File: config.mk
export PLATFORM = sky130hd
export DESIGN_NAME = icache_flat
export DESIGN_NICKNAME = d
export VERILOG_FILES = /design/src/rtl/icache_pkg.sv /design/src/rtl/icache_if.sv /design/src/rtl/icache_store.sv /design/src/rtl/icache.sv /design/src/flat_wrapper.sv
export SDC_FILE = /design/constraint.sdc
export NUM_CORES = 2
export LEC_CHECK = 0
export CORE_ASPECT_RATIO = 1.4
export CORE_MARGIN = 2
export CORE_UTILIZATION = 40
export CTS_CLUSTER_DIAMETER = 30
export DETAILED_ROUTE_END_ITERATION = 10
export SETUP_SLACK_MARGIN = 0.02
export SLEW_MARGIN = 10
export SYNTH_ARGS = -nofsm -noshare
export SYNTH_HDL_FRONTEND = slang
export SYNTH_SLANG_ARGS = --single-unit
File: constraint.sdc
create_clock -name clk -period 4.6 [get_ports clk]
set_input_delay 0.69 -clock clk [delete_from_list [all_inputs] [get_ports clk]]
set_output_delay 0.69 -clock clk [all_outputs]
set_load 0.005 [all_outputs]
File: src/rtl/icache_pkg.sv
// Shared constants and types for the direct-mapped instruction cache.
// Optional build macro ICACHE_PERF_EN adds hit/miss counters to the icache top.
package icache_pkg;

   localparam int ICACHE_INDEX_W = 6;

   typedef enum logic [0:0] {
      IC_IDLE = 1'b0,
      IC_MISS = 1'b1
   } ic_state_e;

   // Word-aligned memctrl address from a fetch pc.
   function automatic logic [31:0] ic_word_addr(input logic [29:0] pc_word);
      return {pc_word, 2'b00};
   endfunction

endpackage

File: src/rtl/icache_if.sv
// Fetcher / memctrl-facing signal bundle of the instruction cache.
// slave = the cache, master = fetcher and memctrl side.
interface icache_if;
   logic        iIF_en;
   logic [31:0] iIF_pc;
   logic        oIF_valid;
   logic [31:0] oIF_inst;
   logic        iFLUSH;
   logic        iCLEAR;
   logic        oMC_en;
   logic [31:0] oMC_addr;
   logic        iMC_done;
   logic [31:0] iMC_inst;

   modport slave (
      input  iIF_en, iIF_pc, iFLUSH, iCLEAR, iMC_done, iMC_inst,
      output oIF_valid, oIF_inst, oMC_en, oMC_addr
   );

   modport master (
      output iIF_en, iIF_pc, iFLUSH, iCLEAR, iMC_done, iMC_inst,
      input  oIF_valid, oIF_inst, oMC_en, oMC_addr
   );
endinterface

File: src/rtl/icache_store.sv
// Valid/tag/data arrays: asynchronous read, synchronous single-port write.
// Valid bits are individual flops so a fence can clear them all in one cycle.
module icache_store
   import icache_pkg::*;
#(
   parameter  int INDEX_W = ICACHE_INDEX_W,
   localparam int TAG_W   = 30 - INDEX_W,
   localparam int LINES   = 1 << INDEX_W
) (
   input  logic               clk,
   input  logic               rst,
   input  logic               clr_i,
   input  logic               we_i,
   input  logic [INDEX_W-1:0] widx_i,
   input  logic [TAG_W-1:0]   wtag_i,
   input  logic [31:0]        wdata_i,
   input  logic [INDEX_W-1:0] ridx_i,
   output logic               rvalid_o,
   output logic [TAG_W-1:0]   rtag_o,
   output logic [31:0]        rdata_o
);

   logic [LINES-1:0] valid_q;
   logic [TAG_W-1:0] tag_q  [LINES];
   logic [31:0]      data_q [LINES];

   always_ff @(posedge clk) begin
      if (rst || clr_i) valid_q <= '0;
      else if (we_i)    valid_q[widx_i] <= 1'b1;
   end

   always_ff @(posedge clk) begin
      if (we_i) begin
         tag_q[widx_i]  <= wtag_i;
         data_q[widx_i] <= wdata_i;
      end
   end

   assign rvalid_o = valid_q[ridx_i];
   assign rtag_o   = tag_q[ridx_i];
   assign rdata_o  = data_q[ridx_i];

endmodule

File: src/rtl/icache.sv
// Direct-mapped instruction cache between the fetcher and memctrl's INF port.
// Build macro ICACHE_PERF_EN adds saturating oHIT_cnt / oMISS_cnt ports.
module icache
   import icache_pkg::*;
#(
   parameter  int INDEX_W = ICACHE_INDEX_W,
   localparam int TAG_W   = 30 - INDEX_W
) (
   input  logic        clk,
   input  logic        rst,
   input  logic        rdy,
   icache_if.slave     bus
`ifdef ICACHE_PERF_EN
   ,
   output logic [31:0] oHIT_cnt,
   output logic [31:0] oMISS_cnt
`endif
);

   ic_state_e          state_q;
   logic [29:0]        miss_pc_q;
   logic               if_valid_q;
   logic [31:0]        if_inst_q;
   logic               mc_en_q;

   logic [INDEX_W-1:0] ridx;
   logic [TAG_W-1:0]   rtag_pc;
   logic               rvalid;
   logic [TAG_W-1:0]   rtag;
   logic [31:0]        rdata;
   logic               hit;
   logic               abort;
   logic               lookup;
   logic               fill_we;
   logic               clr;
   logic [1:0]         unused_pc_lsb;

   assign ridx          = bus.iIF_pc[INDEX_W+1:2];
   assign rtag_pc       = bus.iIF_pc[31:INDEX_W+2];
   assign unused_pc_lsb = bus.iIF_pc[1:0];

   assign hit    = rvalid && (rtag == rtag_pc);
   assign abort  = bus.iFLUSH || bus.iCLEAR;
   assign lookup = rdy && (state_q == IC_IDLE) && bus.iIF_en && !abort;
   // A fill survives a flush (data is right for its address) but not a fence.
   assign fill_we = rdy && !rst && (state_q == IC_MISS) && bus.iMC_done && !bus.iCLEAR;
   assign clr     = rdy && bus.iCLEAR;

   icache_store #(.INDEX_W(INDEX_W)) u_store (
      .clk      (clk),
      .rst      (rst),
      .clr_i    (clr),
      .we_i     (fill_we),
      .widx_i   (miss_pc_q[INDEX_W-1:0]),
      .wtag_i   (miss_pc_q[29:INDEX_W]),
      .wdata_i  (bus.iMC_inst),
      .ridx_i   (ridx),
      .rvalid_o (rvalid),
      .rtag_o   (rtag),
      .rdata_o  (rdata)
   );

   always_ff @(posedge clk) begin
      if (rst) begin
         state_q    <= IC_IDLE;
         miss_pc_q  <= '0;
         if_valid_q <= 1'b0;
         if_inst_q  <= '0;
         mc_en_q    <= 1'b0;
      end else if (rdy) begin
         if (abort) begin
            // Dropping the enable makes memctrl discard any partial fetch.
            state_q    <= IC_IDLE;
            if_valid_q <= 1'b0;
            mc_en_q    <= 1'b0;
         end else begin
            case (state_q)
               IC_IDLE: begin
                  if_valid_q <= 1'b0;
                  if (bus.iIF_en) begin
                     if (hit) begin
                        if_valid_q <= 1'b1;
                        if_inst_q  <= rdata;
                     end else begin
                        miss_pc_q <= bus.iIF_pc[31:2];
                        mc_en_q   <= 1'b1;
                        state_q   <= IC_MISS;
                     end
                  end
               end
               IC_MISS: begin
                  if_valid_q <= 1'b0;
                  if (bus.iMC_done) begin
                     mc_en_q    <= 1'b0;
                     if_valid_q <= 1'b1;
                     if_inst_q  <= bus.iMC_inst;
                     state_q    <= IC_IDLE;
                  end
               end
               default: state_q <= IC_IDLE;
            endcase
         end
      end
   end

   assign bus.oIF_valid = if_valid_q;
   assign bus.oIF_inst  = if_inst_q;
   assign bus.oMC_en    = mc_en_q;
   assign bus.oMC_addr  = ic_word_addr(miss_pc_q);

`ifdef ICACHE_PERF_EN
   logic [31:0] hit_cnt_q, hit_cnt_d;
   logic [31:0] miss_cnt_q, miss_cnt_d;

   always_comb begin
      hit_cnt_d  = hit_cnt_q;
      miss_cnt_d = miss_cnt_q;
      if (lookup && hit && (hit_cnt_q != '1))    hit_cnt_d  = hit_cnt_q + 32'd1;
      if (lookup && !hit && (miss_cnt_q != '1))  miss_cnt_d = miss_cnt_q + 32'd1;
   end

   always_ff @(posedge clk) begin
      if (rst) begin
         hit_cnt_q  <= '0;
         miss_cnt_q <= '0;
      end else if (rdy) begin
         hit_cnt_q  <= hit_cnt_d;
         miss_cnt_q <= miss_cnt_d;
      end
   end

   assign oHIT_cnt  = hit_cnt_q;
   assign oMISS_cnt = miss_cnt_q;
`else
   logic unused_lookup;
   assign unused_lookup = lookup;
`endif

endmodule
File: src/flat_wrapper.sv
// flat-port wrapper written by rule: the top's interface ports become plain ports
module icache_flat import icache_pkg::*;
#(
   parameter  int INDEX_W = ICACHE_INDEX_W,
   localparam int TAG_W   = 30 - INDEX_W
)
  (clk, rst, rdy, bus_iIF_en, bus_iIF_pc, bus_iFLUSH, bus_iCLEAR, bus_iMC_done, bus_iMC_inst, bus_oIF_valid, bus_oIF_inst, bus_oMC_en, bus_oMC_addr);
  icache_if bus_i ();
  input  logic clk;
  input  logic rst;
  input  logic rdy;
  input wire logic [$bits(bus_i.iIF_en)-1:0] bus_iIF_en;
  input wire logic [$bits(bus_i.iIF_pc)-1:0] bus_iIF_pc;
  input wire logic [$bits(bus_i.iFLUSH)-1:0] bus_iFLUSH;
  input wire logic [$bits(bus_i.iCLEAR)-1:0] bus_iCLEAR;
  input wire logic [$bits(bus_i.iMC_done)-1:0] bus_iMC_done;
  input wire logic [$bits(bus_i.iMC_inst)-1:0] bus_iMC_inst;
  output wire logic [$bits(bus_i.oIF_valid)-1:0] bus_oIF_valid;
  output wire logic [$bits(bus_i.oIF_inst)-1:0] bus_oIF_inst;
  output wire logic [$bits(bus_i.oMC_en)-1:0] bus_oMC_en;
  output wire logic [$bits(bus_i.oMC_addr)-1:0] bus_oMC_addr;
  assign bus_i.iIF_en = bus_iIF_en;
  assign bus_i.iIF_pc = bus_iIF_pc;
  assign bus_i.iFLUSH = bus_iFLUSH;
  assign bus_i.iCLEAR = bus_iCLEAR;
  assign bus_i.iMC_done = bus_iMC_done;
  assign bus_i.iMC_inst = bus_iMC_inst;
  assign bus_oIF_valid = bus_i.oIF_valid;
  assign bus_oIF_inst = bus_i.oIF_inst;
  assign bus_oMC_en = bus_i.oMC_en;
  assign bus_oMC_addr = bus_i.oMC_addr;
  icache #(.INDEX_W(INDEX_W)) u_core (.clk(clk), .rst(rst), .rdy(rdy), .bus(bus_i));
endmodule
Word level (Yosys, flattened, before mapping)
Memory sizes are Yosys's and may differ from the RTL's.
Index checks and enable logic that the tools add are counted.
{ "totals": {"reg_bits": 129, "mem_count": 2, "ram_bits": 3584, "output_inout_bits": 66} }
{ "memory_table": {"columns": ["memory", "words", "width", "read_ports", "rd_clocked_by_memory_dff", "write_ports", "line_no", "rtl"], "rows": [
  ["u_core.u_store.data_q", 64, 32, 1, 0, 1, "icache_store.sv:25", "logic [31:0] data_q [LINES];"],
  ["u_core.u_store.tag_q", 64, 24, 1, 0, 1, "icache_store.sv:24", "logic [TAG_W-1:0] tag_q [LINES];"]
]} }
{ "classes": {"mux": 25, "n_bitwise": 4, "reduce_logical": 14, "n_eq_ne": 7, "order_cmp": 3} }
{ "ops": {"columns": ["operator", "count"], "rows": [
  ["32-bit 2-to-1 mux", 3],
  ["64-bit OR", 1],
  ["32-bit one-hot mux with 2 select lines", 1],
  ["24-bit equality test", 1],
  ["1-bit 2-to-1 mux", 16],
  ["6-bit by 7-bit less-than comparator with 1-bit output (second input constant)", 2],
  ["5-bit AND reduction", 2],
  ["1-bit logical AND", 7],
  ["1-bit binary-select mux with 6-bit select", 1],
  ["1-bit demux with 6-bit select", 1],
  ["6-bit by 1-bit >= comparator with 1-bit output (second input constant)", 1],
  ["3-bit != test (second input constant)", 2],
  ["1-bit one-hot mux with 2 select lines", 3],
  ["2-bit != test (second input constant)", 2],
  ["4-bit AND reduction", 1],
  ["3-bit by 2-bit != test with 1-bit output (second input constant)", 1],
  ["1-bit NOT", 3],
  ["1-bit logical NOT", 2],
  ["1-bit logical OR", 2],
  ["2-bit by 1-bit != test with 1-bit output (second input constant)", 1]
]} }

Logic depth before layout (Yosys ltp)
{ "logic_depth": {"word_depth": 7, "ltp_mapped": 19} }

Cells and area by module
Synthesis repeated with hierarchy kept, for this count alone.
{ "hier_totals": {"cells_unflattened": 6054, "hier_area_um2": 142030.0} }
{ "modules_own_cells": {"columns": ["mod", "instances", "cells_per_inst", "area_per_inst_um2"], "rows": [
  ["icache_store", 1, 5709, 138763.1],
  ["icache", 1, 345, 3266.9]
]} }

Worst setup path before layout
Ideal clock, no wire load.
{ "synth_timing": {"path_type": "input port to flip-flop", "start": "input port rdy", "end": "memory u_core.u_store.data_q[63][0], enable pin", "n_path_buf": 1, "setup_ns": 0.472, "arrival_ns": 4.298, "required_time_ns": 4.128, "setup_slack_ns": -0.170, "path_stages": 5, "path_cell_list": "clkbuf_1 -> nand3_1 -> nor4b_1 -> nand3_1 -> nor2_1"} }
{ "synth_via": {"elab_chain_cells": 6} }
{ "synth_rtl": {"columns": ["item", "line_no", "rtl"], "rows": [
  ["start: declaration", "flat_wrapper.sv:11", "input logic rdy;"],
  ["1-bit logical AND (4 in a row)", "icache.sv:46", "assign fill_we = rdy && !rst && (state_q == IC_MISS) && bus.iMC_done && !bus.iCLEAR;"],
  ["1-bit 2-to-1 mux", "icache_store.sv:33", "if (we_i) begin"],
  ["1-bit 2-to-1 mux (implied by the code)", "icache_store.sv:35", "data_q[widx_i] <= wdata_i;"],
  ["end: declaration", "icache_store.sv:25", null]
]} }
Every way passes these cells.

Worst setup path in the final report
{ "layout_timing": {"start": "input port bus_iIF_pc[4]", "end": "register u_core.if_inst_q[3], in the netlist u_core.bus.oIF_inst[3]"} }
{ "layout_via": {"elab_chain_cells": 5, "word_cells_on_any_way": 11, "cone_classes": "eq/ne (2); mux (5); reduce/logical (2); memory (2)"} }
{ "layout_rtl": {"columns": ["item", "line_no", "rtl"], "rows": [
  ["start: declaration", "flat_wrapper.sv:13", "input wire logic [$bits(bus_i.iIF_pc)-1:0] bus_iIF_pc;"],
  ["memory read 64 x 24 bit / 1-bit binary-select mux with 6-bit select (equally long branches)", null, null],
  ["24-bit equality test / 1-bit 2-to-1 mux (equally long branches)", "icache.sv:42, icache_store.sv:39", null],
  ["1-bit logical AND", "icache.sv:42", "assign hit = rvalid && (rtag == rtag_pc);"],
  ["2-bit by 1-bit != test with 1-bit output (no line)", null, null],
  ["5-bit AND reduction (no line)", null, null],
  ["end signal: assignment", "icache.sv:83", "if_inst_q <= rdata;"],
  ["end signal: assignment", "icache.sv:96", "if_inst_q <= bus.iMC_inst;"],
  ["end: declaration", "icache.sv:23", "logic [31:0] if_inst_q;"]
]} }
Parallel ways exist; a longest one is shown, timed or not. The select of a mux whose other input is x is not followed.
A chain may end at the register's enable or synchronous reset.

==> flow_metrics.tcl <==
set metrics [dict create \
    hold_path.class "primary input to register" \
    synth_compound_area_share_pct 2.25 \
    finalInstanceArea_mm2 0.173 \
    detail_route.wl_per_cell_um 34.9 \
    ys_seq_area_share_pct 77.1 \
    detail_route.vias_per_cell 5.93 \
    start_util_pct 40.2 \
    cts_setup_buffers 0 \
    post_dp_cell_area_mm2 0.156 \
    syn_area_per_cell_um2 22.3 \
    endpoint_kind "register" \
    arrival_ns 5.17 \
    place.gp.congestion 0.869 \
    synthXorXnorAreaFrac_pct 0.178 \
    cts_root_buffer "clkbuf_16" \
    synth.distinct_cells 75 \
    cp_max_fo 16 \
    status "completed" \
    cap_violations 0 \
    synthAdderAreaFrac_pct 0 \
    r2r-start "u_core.u_store.tag_q[20][9]" \
    cts_max_level 5 \
    timing.slew.headroom_pct 14.7 \
    numCtsBuffers 480 \
    postCtsHoldBufs 0 \
    rsz0062_at_grt "false" \
    clk_latency_ns 0.99 \
    worst-setup-path-type "primary input to register" \
    cp-start-kind "primary input" \
    drive_gt1_share_pct 33.2 \
    period_minus_slack_ns 4.36 \
    critPathRequiredTime_ns 5.41 \
    yosys.area_share.simple_pct 1.65 \
    vias 73600 \
    pre_cts_ws_ns -0.532 \
    clock_path_buffers 4 \
    initialDrtViolationCount 9733 \
    grt_pass1_wl_um 596000 \
    tightest_slew_ns 1.28 \
    grt_max_degree 133 \
    synthArstFlopShare_pct 0 \
    row_count 259 \
    synth_edf_count 3584 \
    p_per_area_mw_per_mm2 458 \
    irDropWorstVdd_mv 0.360 \
    fin_ws_ns 0.243 \
    routed-wl-met3_um 34600 \
    ys_ff_latch 3713 \
    period_share_pct 94.7 \
    ant_nets 0 \
    ys.flop_type "edfxtp_1" \
    wl_met2_um 218000 \
    dieArea_mm2 0.362 \
    met1_length_um 163000 \
    layout.nets 7354 \
    die_h_um 711 \
    grt_pass1_vias 74800 \
    first_pass_iters 5 \
    synth_top_family_by_area "multiplexers" \
    yosys_warnings 0 \
    post-route-drc-count 0 \
    grt.total_usage_pct 23.6 \
    hpwl_um 256000 \
    drv_slew 0 \
    port_buffers 132 \
    fmax_mhz 230 \
    post_cts_resized 0 \
    setup_viol 0 \
    finalClockSkew_ns 0.0855 \
    synthToLayoutAreaGrowth_pct 20.8 \
    clk_pin_slew_ns 0.06 \
    hp-start "bus_iMC_inst[10]" \
    fin_hold_ws_ns 0.105 \
    coreArea_mm2 0.355 \
    hold_viol_final 0 \
    p_leak_nw 58.5 \
    syn_inst 6409 \
    fp.dieW_um 509 \
    startpoint "bus_iIF_pc[4]" \
    ios 137 \
    cts.sinks 3713 \
    synth_area_mm2 0.143 \
    synthMuxAreaShare_pct 17.5 \
    antenna_found_initial 7 \
    final.setup.tns_ns 0 \
    overflow 0 \
    top_layer_used "met4" \
    cts_tree "built" \
    postRouteWirelength_um 433000 \
]
==> worst max-delay path: stages <==
cell and delay [ns]:
buf_8 0.21, buf_4 0.19, buf_4 0.21, buf_4 0.46, mux2i_1 0.33, a21oi_1 0.09
and3_1 0.20, nor4_1 0.58, buf_4 0.23, or3_1 0.10, nand2_1 0.06, nor4_1 0.21
buf_4 0.18, nand4_1 0.14, nor4_4 0.44, buf_12 0.18, nor2_4 0.09, buf_4 0.24
o221a_2 0.28
==> metrics by stage <==
stage,instances,util [%],power [mW]
4_1_cts,12400,48.6,79.6
2_1_floorplan,6410,-,39.4
6_report,12400,48.6,79.2
3_5_place_dp,11500,43.8,40.9
3_3_place_gp,11500,43.8,40.8
5_1_grt,12400,48.6,81.1
==> state kept, by name, indices dropped and copies added (netlist names) <==
register / cells
u_core.miss_pc_q: 30
u_core.bus.oIF_inst: 32
u_core.bus.oIF_valid: 1
u_core.u_store.tag_q: 1536
u_core.bus.oMC_en: 1
u_core.u_store.valid_q: 64
u_core.state_q: 1
u_core.u_store.data_q: 2048
==> cells in the final DEF, fill, tap and decap left out, drive strengths merged, types with 16 or more instances in the layout <==
master / count
edfxtp: 3584
mux4: 914
buf: 653
clkbuf: 525
mux2i: 418
nand2: 169
clkinv: 162
dfxtp: 129
inv: 125
a22oi: 124
nor2: 117
o21a: 94
clkdlybuf4s50: 93
nand3: 69
bufinv: 67
clkinvlp: 51
a21oi: 50
a211oi: 40
o21ai: 37
o22ai: 21
nor2b: 21
mux2: 19
nor3: 18
nand4: 17
xor2: 16
==> cells in the mapped netlist, types with 11 or more instances <==
| library cell | n | area, um^2 |
|---|---|---|
| mux2_2 | 19 | 214 |
| clkbuf_1 | 121 | 454 |
| o21ai_0 | 33 | 165 |
| buf_1 | 70 | 263 |
| nor2_1 | 114 | 428 |
| a211oi_1 | 19 | 143 |
| buf_2 | 91 | 455 |
| nor4_1 | 11 | 68.8 |
| mux2i_1 | 418 | 4180 |
| buf_6 | 31 | 349 |
| dfxtp_1 | 129 | 2580 |
| o22ai_1 | 21 | 131 |
| xor2_1 | 16 | 140 |
| a21oi_1 | 50 | 250 |
| nand2_1 | 169 | 634 |
| nand4_1 | 17 | 106 |
| edfxtp_1 | 3584 | 108000 |
| a22oi_1 | 124 | 931 |
| o21a_1 | 94 | 706 |
| nand3_1 | 69 | 345 |
| inv_1 | 26 | 97.6 |
| buf_4 | 42 | 315 |
| a211oi_2 | 21 | 263 |
| mux4_2 | 914 | 20600 |
| a221oi_1 | 14 | 123 |
| and2_1 | 11 | 68.8 |
| nor2b_1 | 21 | 131 |
| xnor2_1 | 13 | 114 |
| nor3_1 | 16 | 80.1 |
==> power by group <==
group | total [mW] | switching (mW) | internal (mW)
Clock | 39.0 | 15.4 | 23.6
Sequential | 37.0 | 0.0344 | 36.9
Combinational | 3.18 | 1.85 | 1.33
==> layer usage <==
metal / GRT usage (%) / up-vias
met2: 39.8 / 3923
li1: - / 29000
met4: 8.67 / 0
met3: 3.71 / 744
met5: 0 / -
met1: 30.8 / 39900
==> path summary, 6_finish.rpt <==
check                                  end  slack, ns  cells past startpoint
min          u_core.u_store.data_q[13][10]       0.11                      1
min reg2reg         u_core.bus.oIF_inst[4]       0.45                      2
max reg2reg         u_core.bus.oIF_inst[3]       0.34                     13
max                 u_core.bus.oIF_inst[3]       0.24                     19
==> logic make-up (layout without fill, tap and decap cells) <==
kind of cell	after synthesis	count (layout)
AND/OR/NAND/NOR	492	492
XOR/XNOR	29	29
buffers and inverters	385	1676
other	1	7
flip-flops	3713	3713
multiplexers	1351	1351
AO/OA/AOI/OAI	438	438
==> final cells by class <==
| class | instances | area (um^2) |
|---|---|---|
| fillers | 28200 | 183000 |
| flip-flops and latches | 3713 | 110000 |
| multi-input cells | 2312 | 31400 |
| clock buffers | 525 | 12400 |
| repair buffers | 746 | 8160 |
| well taps | 4698 | 5880 |
| clock inverters | 375 | 4600 |
| inverters | 30 | 116 |
| diodes | 5 | 12.5 |
No activity file was read; power rests on OpenSTA's default activity.
